==> src/rtl/mesh_terminal_endpoint.sv <==
// mesh_terminal_endpoint
//   Real terminal for one port of the mesh. A host-side TX FIFO feeds the
//   mesh, and a three-state drain FSM pulls packets off the mesh output.
//   The FSM checks each packet's address and buffers accepted packets in an
//   RX FIFO for the host.
//
// Ports
//   clk, reset          clock, asynchronous active-low reset
//   tx_data/tx_push     host write into TX FIFO; tx_full flags a full FIFO
//   data_out_i_in       TX FIFO head toward mesh (first-word fall-through)
//   pndng_i_in          TX FIFO not empty
//   popin               mesh consumed the TX head
//   data_out/pndng      packet offered by the mesh / offer valid
//   pop                 one-cycle strobe consuming data_out
//   rx_data/rx_valid    RX FIFO head / not empty
//   rx_pop              host read strobe
//   rx_count            RX occupancy
//   misroute_cnt        saturating count of dropped misaddressed packets
//   err_sticky          [0] popin while TX empty, [1] tx_push while full
module mesh_terminal_endpoint #(
  parameter int unsigned pckg_sz    = 40,
  parameter int unsigned fifo_depth = 16,
  parameter logic [3:0]  ROW_ID     = 4'd0,
  parameter logic [3:0]  COL_ID     = 4'd0,
  parameter logic [7:0]  broadcast  = 8'hFF
) (
  input  logic                          clk,
  input  logic                          reset,
  input  logic [pckg_sz-1:0]            tx_data,
  input  logic                          tx_push,
  output logic                          tx_full,
  output logic [pckg_sz-1:0]            data_out_i_in,
  output logic                          pndng_i_in,
  input  logic                          popin,
  input  logic [pckg_sz-1:0]            data_out,
  input  logic                          pndng,
  output logic                          pop,
  output logic [pckg_sz-1:0]            rx_data,
  output logic                          rx_valid,
  input  logic                          rx_pop,
  output logic [$clog2(fifo_depth):0]   rx_count,
  output logic [15:0]                   misroute_cnt,
  output logic [1:0]                    err_sticky
);

  localparam int unsigned AW = $clog2(fifo_depth);
  localparam int unsigned CW = AW + 1;
  localparam logic [CW-1:0] DepthC = CW'(fifo_depth);
  localparam logic [AW-1:0] PtrOne = AW'(1);
  localparam logic [CW-1:0] CntOne = CW'(1);

  // ---------------------------------------------------------------------------
  // TX FIFO
  // ---------------------------------------------------------------------------
  logic [pckg_sz-1:0] tx_mem [fifo_depth];
  logic [AW-1:0]      tx_wr_q, tx_wr_d, tx_rd_q, tx_rd_d;
  logic [CW-1:0]      tx_cnt_q, tx_cnt_d;
  logic [1:0]         err_q, err_d;
  logic               tx_empty, tx_is_full, tx_do_pop, tx_do_push;

  assign tx_empty   = (tx_cnt_q == '0);
  assign tx_is_full = (tx_cnt_q == DepthC);
  assign tx_do_pop  = popin && !tx_empty;
  // A push while full is still accepted when the head leaves in the same cycle.
  assign tx_do_push = tx_push && (!tx_is_full || tx_do_pop);

  always_comb begin
    tx_wr_d  = tx_wr_q;
    tx_rd_d  = tx_rd_q;
    tx_cnt_d = tx_cnt_q;
    if (tx_do_push) tx_wr_d = tx_wr_q + PtrOne;
    if (tx_do_pop)  tx_rd_d = tx_rd_q + PtrOne;
    if (tx_do_push && !tx_do_pop)      tx_cnt_d = tx_cnt_q + CntOne;
    else if (!tx_do_push && tx_do_pop) tx_cnt_d = tx_cnt_q - CntOne;
    err_d = err_q | {tx_push && tx_is_full && !popin, popin && tx_empty};
  end

  always_ff @(posedge clk or negedge reset) begin
    if (!reset) begin
      tx_wr_q  <= '0;
      tx_rd_q  <= '0;
      tx_cnt_q <= '0;
      err_q    <= '0;
    end else begin
      tx_wr_q  <= tx_wr_d;
      tx_rd_q  <= tx_rd_d;
      tx_cnt_q <= tx_cnt_d;
      err_q    <= err_d;
    end
  end

  always_ff @(posedge clk) begin
    if (tx_do_push) tx_mem[tx_wr_q] <= tx_data;
  end

  assign tx_full       = tx_is_full;
  assign pndng_i_in    = !tx_empty;
  // Gate the head so the output reads zero whenever the FIFO is empty.
  assign data_out_i_in = tx_empty ? '0 : tx_mem[tx_rd_q];
  assign err_sticky    = err_q;

  // ---------------------------------------------------------------------------
  // RX drain FSM and address check
  // ---------------------------------------------------------------------------
  typedef enum logic [1:0] {StIdle, StPop, StSettle} state_e;

  state_e             state_q, state_d;
  logic [pckg_sz-1:0] rx_mem [fifo_depth];
  logic [AW-1:0]      rx_wr_q, rx_wr_d, rx_rd_q, rx_rd_d;
  logic [CW-1:0]      rx_cnt_q, rx_cnt_d;
  logic [15:0]        mis_q, mis_d;
  logic               rx_empty, accept, rx_wr, rx_do_pop;

  assign accept = (data_out[pckg_sz-1 -: 8] == broadcast) ||
                  ((data_out[pckg_sz-9 -: 4] == ROW_ID) &&
                   (data_out[pckg_sz-13 -: 4] == COL_ID));

  always_comb begin
    state_d = state_q;
    pop     = 1'b0;
    unique case (state_q)
      StIdle:   if (pndng && (rx_cnt_q != DepthC)) state_d = StPop;
      StPop: begin
        pop     = 1'b1;
        state_d = StSettle;
      end
      StSettle: state_d = StIdle;
      default:  state_d = StIdle;
    endcase
  end

  assign rx_empty  = (rx_cnt_q == '0);
  // Room was guaranteed on entry to StPop, and only the host can drain meanwhile.
  assign rx_wr     = (state_q == StPop) && accept;
  assign rx_do_pop = rx_pop && !rx_empty;

  always_comb begin
    rx_wr_d  = rx_wr_q;
    rx_rd_d  = rx_rd_q;
    rx_cnt_d = rx_cnt_q;
    mis_d    = mis_q;
    if (rx_wr)     rx_wr_d = rx_wr_q + PtrOne;
    if (rx_do_pop) rx_rd_d = rx_rd_q + PtrOne;
    if (rx_wr && !rx_do_pop)      rx_cnt_d = rx_cnt_q + CntOne;
    else if (!rx_wr && rx_do_pop) rx_cnt_d = rx_cnt_q - CntOne;
    if ((state_q == StPop) && !accept && (mis_q != 16'hFFFF)) mis_d = mis_q + 16'd1;
  end

  always_ff @(posedge clk or negedge reset) begin
    if (!reset) begin
      state_q  <= StIdle;
      rx_wr_q  <= '0;
      rx_rd_q  <= '0;
      rx_cnt_q <= '0;
      mis_q    <= '0;
    end else begin
      state_q  <= state_d;
      rx_wr_q  <= rx_wr_d;
      rx_rd_q  <= rx_rd_d;
      rx_cnt_q <= rx_cnt_d;
      mis_q    <= mis_d;
    end
  end

  always_ff @(posedge clk) begin
    if (rx_wr) rx_mem[rx_wr_q] <= data_out;
  end

  assign rx_valid     = !rx_empty;
  assign rx_data      = rx_empty ? '0 : rx_mem[rx_rd_q];
  assign rx_count     = rx_cnt_q;
  assign misroute_cnt = mis_q;

endmodule

==> config.mk <==
export PLATFORM = sky130hd
export DESIGN_NAME = mesh_terminal_endpoint
export DESIGN_NICKNAME = d
export VERILOG_FILES = /design/src/rtl/mesh_terminal_endpoint.sv
export SDC_FILE = /design/constraint.sdc
export NUM_CORES = 1
export LEC_CHECK = 0
export BUFFER_PORTS_ARGS = -buffer_cell sky130_fd_sc_hd__buf_2
export CAP_MARGIN = 20
export CORE_MARGIN = 2
export CORE_UTILIZATION = 45
export CTS_BUF_LIST = sky130_fd_sc_hd__clkbuf_16
export DETAILED_ROUTE_END_ITERATION = 8
export PLACE_DENSITY_LB_ADDON = 0.15
export SLEW_MARGIN = 20
export SYNTH_ARGS = -nofsm -noshare
export SYNTH_HDL_FRONTEND = slang
export SYNTH_SLANG_ARGS = --single-unit
==> constraint.sdc <==
create_clock -name clk -period 5.4 [get_ports clk]
set_input_delay 0 -clock clk [delete_from_list [all_inputs] [get_ports clk]]
set_output_delay 0 -clock clk [all_outputs]
set_load 0.01 [all_outputs]
=== Word-level counts from Yosys, hierarchy flattened ===
Memories as Yosys holds them, arrays and structs flattened.
Cells that the tools add are included.

* Bits of input ports: 86
* Flip-flop bits (word level): 46
* Bits in writable memories: 1280
* Bits in latches: 0
* Logic and storage cells: 73
* Memories kept: 2
* ROM bits: 0
* Output and inout port bits: 107

{| class="wikitable"
|+ Memories
! memory !! depth !! width !! read ports !! clocked after Yosys merged registers in !! wr ports !! RTL line !! RTL
|-
| rx_mem || 16 || 40 || 1 || 0 || 1 || 108 || <nowiki>logic [pckg_sz-1:0] rx_mem [fifo_depth];</nowiki>
|-
| tx_mem || 16 || 40 || 1 || 0 || 1 || 55 || <nowiki>logic [pckg_sz-1:0] tx_mem [fifo_depth];</nowiki>
|}

* $lt $le $gt $ge: 0
* Add/subtract/negate cells: 9
* Bitwise operators: 1
* Divide/modulo/power cells: 0
* Multiply operators: 0
* Eq/ne operators: 6
* Multiplexer cells: 13
* Shift-type cells: 0
* Reductions and logical operators: 33

{| class="wikitable"
|+ Operators by type and width
! cell !! count
|-
| 40-bit two-way mux || 2
|-
| 5-bit two-way mux || 4
|-
| 16-bit by 1-bit adder with 16-bit output (second input constant) || 1
|-
| 4-bit by 1-bit adder with 4-bit output (second input constant) || 4
|-
| 16-bit != test (second input constant) || 1
|-
| 1-bit logical AND || 15
|-
| 5-bit by 1-bit adder with 5-bit output (second input constant) || 2
|-
| 5-bit zero test || 2
|-
| 5-bit by 1-bit subtractor with 5-bit output (second input constant) || 2
|-
| 1-bit zero test || 9
|-
| 8-bit equality test (second input constant) || 1
|-
| 4-bit zero test || 2
|-
| 5-bit equality test (second input constant) || 1
|-
| 1-bit two-way mux || 5
|-
| 5-bit != test (second input constant) || 1
|-
| 2-bit case mux with 2 select lines || 1
|-
| 2-bit nonzero test || 2
|-
| 2-bit by 1-bit equality test with 1-bit output (second input constant) || 1
|-
| 2-bit zero test || 1
|-
| 1-bit logical OR || 2
|-
| 2-bit two-way mux || 1
|-
| 2-bit != test (second input constant) || 1
|-
| 2-bit bitwise OR || 1
|}

=== Depth between registers and ports, before layout ===
Gate-level depths: netlist of the first run.

* Depth after elaboration: 9
* Mapped depth: 12
* Depth with buffers taken out: 12

=== Worst setup path before layout of the first run ===
Ideal clock, no wire load.

* Path kind: reg-to-reg
* Start: register state_q[1]
* End: memory rx_mem[4][0], enable pin
* Arrival: 4.022 ns
* Path buffers: 0
* Cell stages (with the launch flop): 5
* Data required time: 4.905 ns
* Clock period less this slack: 4.518 ns
* Setup time: 0.495 ns
* Slack: 0.882 ns
* Cells stage by stage: dfrtp_1 > nor2b_1 > a21boi_2 > nand2_1 > nor3b_1

* Cells in the longest elaborated chain, start to end: 4

{| class="wikitable"
|+ Ends and longest elaborated chain
! item !! RTL line !! RTL
|-
| start, declared || 107 || <nowiki>state_e state_q, state_d;</nowiki>
|-
| start signal, assigned || 151 || <nowiki>state_q <= StIdle;</nowiki>
|-
| start signal, assigned || 157 || <nowiki>state_q <= state_d;</nowiki>
|-
| 2-bit by 1-bit equality test with 1-bit output || 134 || <nowiki>assign rx_wr = (state_q == StPop) && accept;</nowiki>
|-
| 1-bit logical AND || 134 ||
|-
| 1-bit two-way mux || 166 || <nowiki>if (rx_wr) rx_mem[rx_wr_q] <= data_out;</nowiki>
|-
| 1-bit two-way mux (not written as such) || 166 ||
|-
| end, declared || 108 ||
|}

Every way passes these cells.

=== Worst setup path after layout of the first run ===
* Start: register rx_rd_q[1]
* End: output port rx_data[8]

* Cells in the longest elaborated chain, start to end: 2

{| class="wikitable"
|+ Ends and longest elaborated chain
! item !! RTL line !! RTL
|-
| start, declared || 109 || <nowiki>logic [AW-1:0] rx_wr_q, rx_wr_d, rx_rd_q, rx_rd_d;</nowiki>
|-
| start signal, assigned || 159 || <nowiki>rx_rd_q <= rx_rd_d;</nowiki>
|-
| memory 16 x 40 bit || -- ||
|-
| 40-bit two-way mux || 170 || <nowiki>assign rx_data = rx_empty ? '0 : rx_mem[rx_rd_q];</nowiki>
|-
| end, declared || 38 || <nowiki>output logic [pckg_sz-1:0] rx_data,</nowiki>
|}

Every way passes these cells.

==> metrics.md, run 1 <==
| Metric | Value |
|---|---|
| Routed wire length per instance | `about 27 um` |
| Register area | `around 0.040 mm^2` |
| CTS tree | `built` |
| Vias in the first global route | `roughly 25000` |
| Synth cell types | `between 40 and 50` |
| # clock sinks | `about 1300` |
| Area growth syn-to-layout | `15.6%` |
| Mapped Avg Cell Area | `23.1 um^2` |
| Initial core utilization | `0.453` |
| Setup_tns | `0 ns` |
| Post-route design area | `0.0590 mm^2` |
| CP required | `about 5.4 ns` |
| Fin crit period | `between 3 and 4 ns` |
| Slowest cell on crit path | `dfrtp_4` |
| Final net count | `2673` |
| Status | `finished, final reports clean` |
| Initial antenna violation count | `6` |
| Max incr delay on CP | `~1.1 ns` |
| Area taken by multi-input logic gates | `about 0.011 mm^2` |
| First-pass GRT wire length | `around 170 mm` |
| Die Span Y | `~340 um` |
| Mapped Area | `roughly 0.051 mm^2` |
| CTS resizes | `0` |
| Clk buf depth | `3` |
| CORE AREA | `approximately 0.11 mm^2` |
| Leakage | `19.5 nW` |
| Root Buffer Master | `clkbuf_16` |
| DRT iter0 DRCs | `~1900` |
| Final worst slack | `between 1.5 and 2 ns` |
| Crit-path cells | `buf_4 > mux4_2 > mux2i_1 > o22ai_1 > buf_2` |
| Htree depth | `4` |
| Vias per cell | `roughly 5.7` |
| Clk slew on worst S/H paths | `around 0.05 ns` |
| Final ANT Viol Nets | `0` |
| Vias | `23600` |
| Gr usage total | `0.200` |
| Final Setup Violations | `0` |
| Maximum VDD drop | `between 0.3 and 0.4 mV` |
| Grt ovf | `0` |
| Synthesis Warnings | `0` |
| Drt drc | `0` |
| Synth Register Bits | `about 1300` |
| I/O Buffers | `between 150 and 200` |
| WS Path Type | `reg -> out` |
| Critical-path maximum fanout | `65` |
| Routed WL | `~110 mm` |
| Crit path DAT | `3.45 ns` |
| Worst setup SP type | `flop` |
| Crit path buffers/inverters | `2` |
| Setup WS pre-CTS | `around 2.0 ns` |
| Share of cells above drive strength 1 | `0.296` |
| Register area share after synthesis | `0.776` |
| Max-slew violations | `0` |
| Worst Hold Class | `in -> reg` |
| RSZ-0062 raised after global routing | `no` |
| Max-cap violations | `0` |
| Crit path capture type | `output pin` |
| Dpl cell area | `0.0538 mm^2` |
| Ant diodes | `0` |
| Final Skew | `approximately 0.026 ns` |
| Actual slew at the worst max-slew pin | `around 1.1 ns` |
| Normalized max-slew margin | `0.282` |
| Final period utilization | `0.638` |
| Total die area | `0.116 mm^2` |
| Largest net degree at the start of global routing | `66` |
| Pre-antenna DRT Iters | `5` |
| Syn nets | `around 2300` |
| Final hold violations | `0` |
| Achievable frequency | `approximately 290 MHz` |
| Worst-Skew Late Latency | `0.74 ns` |
| Total power | `about 30 mW` |
| Worst path top cell family by delay | `flip-flops` |
| Total CTS buffers | `140` |
| # fillers | `roughly 8700` |
| Post-DP HPWL | `between 60 and 70 mm` |
| Power per Cell Area | `just over 500 mW/mm^2` |
| Placer Congestion | `0.736` |
| Row cnt | `approximately 120` |
| Die width | `roughly 340 um` |
| Mapped Cells | `~2200` |
| I/O pin total | `193` |
## layer usage
layer | wire length [um] | global-route usage | vias to the layer above
met3 | 5670 | 0.0369 | 189
met2 | 59200 | 0.342 | 635
met1 | 46900 | 0.262 | 12700
met4 | 2720 | 0.0621 | 10
li1 | - | - | 10100
met5 | 71 | 0 | -
## placed cells by master, fill, tap and decap left out, types with 6 or more instances in the layout
| master | Yosys | layout |
|---|---|---|
| buf_12 | 0 | 8 |
| and2_2 | 0 | 20 |
| xor2_1 | 20 | 20 |
| o21ai_0 | 6 | 6 |
| dlygate4sd3_1 | 0 | 88 |
| mux4_2 | 320 | 320 |
| edfxtp_1 | 1280 | 1280 |
| mux2i_1 | 160 | 160 |
| clkbuf_16 | 0 | 143 |
| clkinv_8 | 0 | 6 |
| o22ai_1 | 80 | 80 |
| ha_1 | 19 | 19 |
| buf_2 | 39 | 192 |
| nand2_1 | 23 | 21 |
| dfrtp_1 | 46 | 40 |
| nand3_1 | 8 | 8 |
| inv_1 | 8 | 41 |
| clkinv_1 | 0 | 42 |
| nor2_1 | 11 | 11 |
| buf_4 | 1 | 44 |
| nand4_1 | 8 | 8 |
| dfrtp_4 | 0 | 6 |
| clkinv_2 | 0 | 10 |
| xnor2_1 | 17 | 17 |
## synthesized netlist by cell type, drive strengths merged
library cell | n | area share
nand3b | 1 | 0.00015
mux2i | 160 | 0.031
ha | 19 | 0.0047
and4bb | 4 | 0.00098
edfxtp | 1280 | 0.75
nor4 | 5 | 0.00061
and3b | 1 | 0.00017
nor2 | 11 | 0.00081
and2 | 20 | 0.0025
or2 | 1 | 0.00012
xnor2 | 17 | 0.0029
and3 | 5 | 0.00061
nor3 | 4 | 0.00039
a21o | 4 | 0.00059
nand2b | 4 | 0.00049
fa | 2 | 0.00078
dfrtp | 46 | 0.023
a21oi | 5 | 0.00049
clkbuf | 38 | 0.0028
mux2 | 5 | 0.0011
nor2b | 3 | 0.00037
nand2 | 23 | 0.0017
xor2 | 20 | 0.0034
nand4 | 8 | 0.00098
buf | 75 | 0.0095
a21boi | 1 | 0.00022
mux4 | 320 | 0.14
inv | 9 | 0.00066
o22ai | 80 | 0.0098
a31o | 1 | 0.00017
o21ai | 7 | 0.00076
nand3 | 8 | 0.00078
o21bai | 1 | 0.00015
and4 | 7 | 0.0012
nor3b | 7 | 0.0010
nor4b | 2 | 0.00034
## what timing repair did
item | 4_1_cts | 5_1_grt
hold endpoints to repair | 1352 | 0
endpoints found under the setup margin | 0 | 0
buffers inserted | 0 | 0
hold buffers | 89 | 0
## cells by family after synthesis
group / synth area share
DFF: 0.776
and+or+nand+nor: 0.0132
buffers and inverters: 0.0130
muxes: 0.174
AOI/OAI and AO/OA: 0.0122
xor gates and xnor gates: 0.00635
adders and majority gates: 0.00545
## stage by stage
step	utilization	hold WS, ns	cells
floorplan	-	-0.296	2204
global placement	0.478	0.234	3834
detailed placement	0.478	0.228	3834
CTS	0.524	0.0866	4171
global route	0.524	0.144	4172
finish	0.524	0.136	4172
## power breakdown
part           total, mW  internal, mW  switching, mW  leakage, nW
Clock               8.89          5.04           3.85         2.20
Sequential          12.7          11.9          0.751         12.1
Combinational       8.18          3.89           4.29         5.23
Total               29.7          20.8           8.89         19.5
## sequential cells by signal (all words and copies together) (netlist names)
register      count
misroute_cnt     16
tx_cnt_q          5
tx_mem          640
tx_wr_q           4
rx_wr_q           4
rx_mem          640
err_sticky        2
state_q           2
rx_rd_q           4
rx_count          5
tx_rd_q           4
## area by class of cell
type / count / share of cell area
tap: 1500 / 0.0318
clock inverter: 105 / 0.0114
clock buffer: 143 / 0.0607
sequential: 1326 / 0.672
timing repair buffer: 333 / 0.0400
multi-input combinational: 756 / 0.184
inverter: 9 / 0.000573
## path summary, 6_finish.rpt
| path | to | cells after the start | from | slack (ns) |
|---|---|---|---|---|
| min reg2reg | state_q[1]$_DFFE_PN0P_ | 1 | state_q[1]$_DFFE_PN0P_ | 0.46 |
| max reg2reg | rx_mem[11][6]$_DFFE_PP_ | 5 | state_q[1]$_DFFE_PN0P_ | 2.32 |
| min | rx_rd_q[2]$_DFFE_PN0P_ | 4 | rx_pop | 0.14 |
| max in group asynchronous | tx_rd_q[0]$_DFFE_PN0P_ | 4 | reset | 4.51 |
| max | rx_data[8] | 5 | rx_rd_q[1]$_DFFE_PN0P_ | 1.95 |
| min in group asynchronous | err_sticky[0]$_DFF_PN0_ | 3 | reset | 0.34 |
## worst register-to-register path: cells and delay by family (launching register included)
| kind | cells | cell delay, ns |
|---|---|---|
| AOI/OAI and AO/OA | 1 | 0.57 |
| buffers and inverters | 1 | 0.46 |
| DFF | 1 | 0.39 |
| and+or+nand+nor | 3 | 1.31 |
(Power assumes the default switching activity.)
==> inputs of run 2 (changes only) <==
==> constraint.sdc (replaced) <==
create_clock -name clk -period 2.9 [get_ports clk]
set_input_delay 0 -clock clk [delete_from_list [all_inputs] [get_ports clk]]
set_output_delay 0 -clock clk [all_outputs]
set_load 0.01 [all_outputs]
==> metrics.md, run 2 (synthesis results as in run 1) <==
| Metric | Value |
|---|---|
| Final hold violations | `0` |
| Final Skew | `approximately 0.018 ns` |
| Drt drc | `0` |
| Crit path DAT | `roughly 2.8 ns` |
| RR Startpoint | `tx_cnt_q[3]$_DFFE_PN0P_` |
| Post-route design area | `0.0607 mm^2` |
| Maximum VDD drop | `around 0.73 mV` |
| Max-slew violations | `0` |
| Part of the power in the clock network | `0.301` |
| Vias in the first global route | `~26000` |
| Dpl cell area | `between 0.05 and 0.06 mm^2` |
| Final core utilization | `0.540` |
| Initial core utilization | `0.453` |
| I/O Buffers | `192` |
| Max-cap violations | `0` |
| Final Non-Filler Cells | `4282` |
| Area growth syn-to-layout | `19.1%` |
| # placed instances | `just under 4000` |
| Initial antenna violation count | `9` |
| Actual slew at the worst max-slew pin | `~0.75 ns` |
| Final net count | `around 2800` |
| Final Setup Violations | `0` |
| Slowest cell on crit path | `mux4_2` |
| Worst-Skew Late Latency | `~0.73 ns` |
| Die width | `341 um` |
| Combinational fraction of design power | `0.299` |
| DRT iter0 DRCs | `about 2000` |
| Row cnt | `123` |
| Critical-path maximum fanout | `22` |
| Gr usage total | `0.197` |
| Achievable frequency | `around 360 MHz` |
| Normalized max-slew margin | `0.501` |
| Worst path top cell family by delay | `buffers and inverters` |
| Placer Congestion | `0.767` |
| Crit-path most repeated cell | `buf_12` |
| Post-DP HPWL | `approximately 63 mm` |
| Area taken by multi-input logic gates | `between 0.01 and 0.015 mm^2` |
| Crit Reg-Reg Endpoint | `tx_cnt_q[4]$_DFFE_PN0P_` |
| # fillers | `approximately 8500` |
| HP Start | `data_out[24]` |
| Commonest non-fill, non-tap cells in the layout | `1280 x edfxtp_1, 320 x mux4_2, 191 x buf_2, 160 x mux2i_1, 147 x clkbuf_16` |
| Vias per cell | `around 5.6` |
| Total power | `~57 mW` |
| Worst Hold End | `rx_mem[6][24]$_DFFE_PP_` |
| Min Hold Slack | `0.0483 ns` |
| Sw Ratio | `0.291` |
| Routed WL | `around 110 mm` |
| Status | `finished, final reports clean` |
| Vias | `24000` |
| I/O pin total | `just under 200` |
| Most common cell after layout, fill and taps aside | `edfxtp_1` |
| Routed wire length per instance | `approximately 27 um` |
| Largest net degree at the start of global routing | `slightly below 90` |
| Leakage | `around 20 nW` |
| Crit path capture type | `output pin` |
| Switch Pwr | `16.7 mW` |
| Reg2reg path depth | `12` |
| Flop2flop setup slack | `0.30 ns` |
| Grt ovf | `0` |
| Root Buffer Master | `clkbuf_16` |
| Power per Cell Area | `943 mW/mm^2` |
| Share of cells above drive strength 1 | `0.325` |
| Total die area | `roughly 0.12 mm^2` |
| Register area | `0.0396 mm^2` |
| Fin crit period | `2.79 ns` |
| Clk buf depth | `3` |
| Sequential Power Share | `0.400` |
| WS Path Type | `reg -> out` |
| Pre-antenna DRT Iters | `5` |
| # clock sinks | `around 1300` |
| CTS tree | `built` |
| Crit-path cells | `buf_12 > buf_12 > buf_16 > mux4_2 > mux2i_1 > o22ai_1 > buf_2` |
| Crit path buffers/inverters | `4` |
| Htree depth | `4` |
| Hold path depth | `2` |
| Final ANT Viol Nets | `0` |
| Final period utilization | `0.963` |
| Worst Hold Class | `in -> reg` |
| Int Pwr | `roughly 40 mW` |
| Total CTS buffers | `approximately 140` |
| CP required | `2.90 ns` |
| First-pass GRT wire length | `between 150 and 200 mm` |
| Clk slew on worst S/H paths | `about 0.06 ns` |
| Worst setup SP type | `flop` |
| Die Span Y | `341 um` |
| Max incr delay on CP | `0.52 ns` |
| CORE AREA | `roughly 0.11 mm^2` |
## run 2: per-layer routing
layer | wire length, um | vias up | GRT usage
met1 | 45700 | 12800 | 0.254
met3 | 5160 | 200 | 0.0316
li1 | - | 10300 | -
met4 | 3160 | 8 | 0.0659
met5 | 48 | - | 0
met2 | 59700 | 626 | 0.342
## run 2: layout make-up
type                            count  area share
Tap cell                         1500      0.0309
Inverter                            9    0.000556
Timing Repair Buffer              432      0.0636
Sequential cell                  1326       0.652
Multi-Input combinational cell    756       0.179
Antenna cell                        1   0.0000412
Clock inverter                    112      0.0135
Clock buffer                      146      0.0602
## run 2: worst reg2reg max path: stages, from the launching register on
cell,delay (ns)
dfrtp_1,0.41
nor4_2,0.33
nand2_1,0.13
o21ai_2,0.22
inv_2,0.06
ha_1,0.21
inv_1,0.15
ha_1,0.29
a21o_1,0.19
a21oi_1,0.16
xnor2_1,0.13
nor2_1,0.06
xor2_1,0.14
## run 2: stage by stage
step / setup WS, ns / TNS [ns]
after floorplan: -0.239 / -38.28
after global placement: 0.159 / 0
after detailed placement: 0.213 / 0
after CTS: 0.000905 / 0
after global routing: -0.00646 / -0.00646
final: 0.106 / 0
## run 2: power groups by stage
stage	Sequential (mW)	Combinational (mW)	Clock, mW
2_1_floorplan	22.9	11.2	0
3_3_place_gp	23.5	16.5	0
5_1_grt	23.0	18.4	18.4
6_report	22.9	17.1	17.3
3_5_place_dp	23.5	16.6	0
4_1_cts	23.0	17.2	17.7
## run 2: repair_timing
item,in CTS,in global routing
endpoints found under the setup margin,74,16
cloned,0,1
hold buffers,87,1
hold endpoints to repair,1349,46
setup buffers,7,15
pin swaps,0,0
resized for setup,2,9
## run 2: worst max path at each step
stage                                       start  slack (ns)                       to  cells past startpoint
final                      tx_rd_q[0]$_DFFE_PN0P_        0.11        data_out_i_in[38]                      7
after global placement    tx_cnt_q[0]$_DFFE_PN0P_        0.16  tx_cnt_q[4]$_DFFE_PN0P_                     12
after detailed placement  rx_count[0]$_DFFE_PN0P_        0.21  rx_count[4]$_DFFE_PN0P_                     11
after global routing       tx_rd_q[0]$_DFFE_PN0P_      -0.006        data_out_i_in[38]                      7
after CTS                  tx_rd_q[0]$_DFFE_PN0P_      0.0009        data_out_i_in[20]                      5
after floorplan            state_q[1]$_DFFE_PN0P_       -0.24   rx_mem[4][0]$_DFFE_PP_                      4
==> inputs of run 3 (changes only) <==
--- a/config.mk
+++ b/config.mk
@@ -8,7 +8,7 @@
 export BUFFER_PORTS_ARGS = -buffer_cell sky130_fd_sc_hd__buf_2
 export CAP_MARGIN = 20
 export CORE_MARGIN = 2
-export CORE_UTILIZATION = 45
+export CORE_UTILIZATION = 55
 export CTS_BUF_LIST = sky130_fd_sc_hd__clkbuf_16
 export DETAILED_ROUTE_END_ITERATION = 8
 export PLACE_DENSITY_LB_ADDON = 0.15
==> metrics.md, run 3 (synthesis results as in run 1) <==
| Metric | Value |
|---|---|
| Reg2reg path depth | `12` |
| Commonest non-fill, non-tap cells in the layout | `1280 x edfxtp_1, 320 x mux4_2, 191 x buf_2, 160 x mux2i_1, 141 x clkbuf_16` |
| Die width | `around 310 um` |
| Row cnt | `roughly 110` |
| Clk slew on worst S/H paths | `~0.060 ns` |
| Worst-Skew Late Latency | `about 0.72 ns` |
| Vias per cell | `between 6 and 7` |
| RSZ-0062 raised after global routing | `yes` |
| Critical-path maximum fanout | `50` |
| Root Buffer Master | `clkbuf_16` |
| Share of cells above drive strength 1 | `0.312` |
| Routed wire length per instance | `approximately 28 um` |
| Status | `finished, final reports clean` |
| Post-route design area | `between 0.05 and 0.06 mm^2` |
| Leakage | `between 15 and 20 nW` |
| Pre-antenna DRT Iters | `5` |
| Clk buf depth | `3` |
| Worst Hold Class | `in -> reg` |
| Final net count | `approximately 2700` |
| Final hold violations | `0` |
| Initial core utilization | `0.556` |
| Switch Pwr | `between 15 and 20 mW` |
| Max-cap violations | `0` |
| Sequential Power Share | `0.413` |
| Vias | `about 24000` |
| Part of the power in the clock network | `0.290` |
| Flop2flop setup slack | `around 0.14 ns` |
| Final Skew | `0.0197 ns` |
| Htree depth | `4` |
| Vias in the first global route | `between 20000 and 30000` |
| WS Path Type | `reg -> out` |
| Post-DP HPWL | `between 50 and 60 mm` |
| Total die area | `roughly 0.095 mm^2` |
| # clock sinks | `between 1000 and 1500` |
| Final period utilization | `0.961` |
| Combinational fraction of design power | `0.297` |
| Initial antenna violation count | `7` |
| Actual slew at the worst max-slew pin | `about 0.74 ns` |
| Grt ovf | `0` |
| Achievable frequency | `about 360 MHz` |
| Placer Congestion | `a little under 0.8` |
| I/O Buffers | `between 150 and 200` |
| DRT iter0 DRCs | `a little under 2000` |
| CTS tree | `built` |
| Power per Cell Area | `936 mW/mm^2` |
| Int Pwr | `roughly 40 mW` |
| Final ANT Viol Nets | `0` |
| Routed WL | `about 110 mm` |
| Normalized max-slew margin | `0.508` |
| CP required | `approximately 2.9 ns` |
| Total CTS buffers | `approximately 140` |
| RR Startpoint | `tx_cnt_q[3]$_DFFE_PN0P_` |
| Drt drc | `0` |
| Die Span Y | `a little over 300 um` |
| Crit Reg-Reg Endpoint | `tx_cnt_q[4]$_DFFE_PN0P_` |
| CORE AREA | `slightly above 0.09 mm^2` |
| Crit path capture type | `output pin` |
| Worst setup SP type | `flop` |
| Total power | `approximately 56 mW` |
| I/O pin total | `around 190` |
| First-pass GRT wire length | `162 mm` |
| Sw Ratio | `0.291` |
| Max-slew violations | `0` |
| Gr usage total | `0.234` |
| Area growth syn-to-layout | `16.8%` |
| Critical path origin | `rx_rd_q[0]$_DFFE_PN0P_` |
| Dpl cell area | `about 0.054 mm^2` |
| Most common cell after layout, fill and taps aside | `edfxtp_1` |
| Crit path DAT | `2.79 ns` |
| Crit path capture | `rx_data[17]` |
| Maximum VDD drop | `0.633 mV` |
| Final Setup Violations | `0` |
| Fin crit period | `between 2 and 3 ns` |
| Largest net degree at the start of global routing | `51` |
[run 3: final cells by class]
cell class                      count  area (um^2)
Sequential cell                  1326        39600
Antenna cell                        4         10.0
Tap cell                         1243         1560
Clock buffer                      141         3530
Multi-Input combinational cell    756        10900
Timing Repair Buffer              382         3350
Inverter                            9         33.8
Fill cell                        6020        32200
Clock inverter                     97          596
[run 3: how the worst min path moves through the flow]
stage	from	endpoint	depth (start not counted)
global placement	reset	misroute_cnt[15]$_DFFE_PN0P_	1
CTS	reset	rx_rd_q[2]$_DFFE_PN0P_	2
global route	pndng	state_q[0]$_DFFE_PN0P_	4
floorplan	reset	err_sticky[0]$_DFF_PN0_	0
finish	pndng	state_q[0]$_DFFE_PN0P_	4
detailed placement	reset	misroute_cnt[15]$_DFFE_PN0P_	1
[run 3: repair_timing]
item	CTS	global route
buffers inserted	5	1
pin swaps	0	0
hold buffers	86	1
gates cloned	2	0
endpoints found under the hold margin	1346	46
resized for setup	4	5
endpoints found under the setup margin	41	31
[run 3: power by group through the flow]
stage	sequential, mW	combinational, mW	clock, mW
2_1_floorplan	22.9	11.2	0
3_3_place_gp	23.4	16.1	0
3_5_place_dp	23.5	16.2	0
4_1_cts	23.0	16.8	16.5
5_1_grt	23.1	17.8	17.2
6_report	23.0	16.6	16.1
[run 3: through the flow]
step	setup slack, ns	TNS [ns]	utilization	hold slack, ns	std cells
floorplan	-0.239	-38.28	-	-0.296	2204
global placement	0.194	0	0.592	0.231	3621
detailed placement	0.0684	0	0.592	0.249	3621
CTS	0.00979	0	0.648	0.0162	3952
global route	-0.0602	-0.0602	0.649	0.0651	3956
finish	0.113	0	0.649	0.0743	3958
[run 3: worst max-delay path, stage by stage (launching register included)]
cell and delay [ns]:
dfrtp_4 0.53, buf_16 0.33, mux4_2 0.57, mux2i_1 0.23, o22ai_1 0.14, buf_2 0.17
[run 3: routing by layer]
metal	track usage	vias up	wire length (um)
met5	0	-	54
met4	0.0703	8	2610
met3	0.0438	180	6340
met2	0.410	729	57600
met1	0.301	12700	42400
li1	-	10200	-
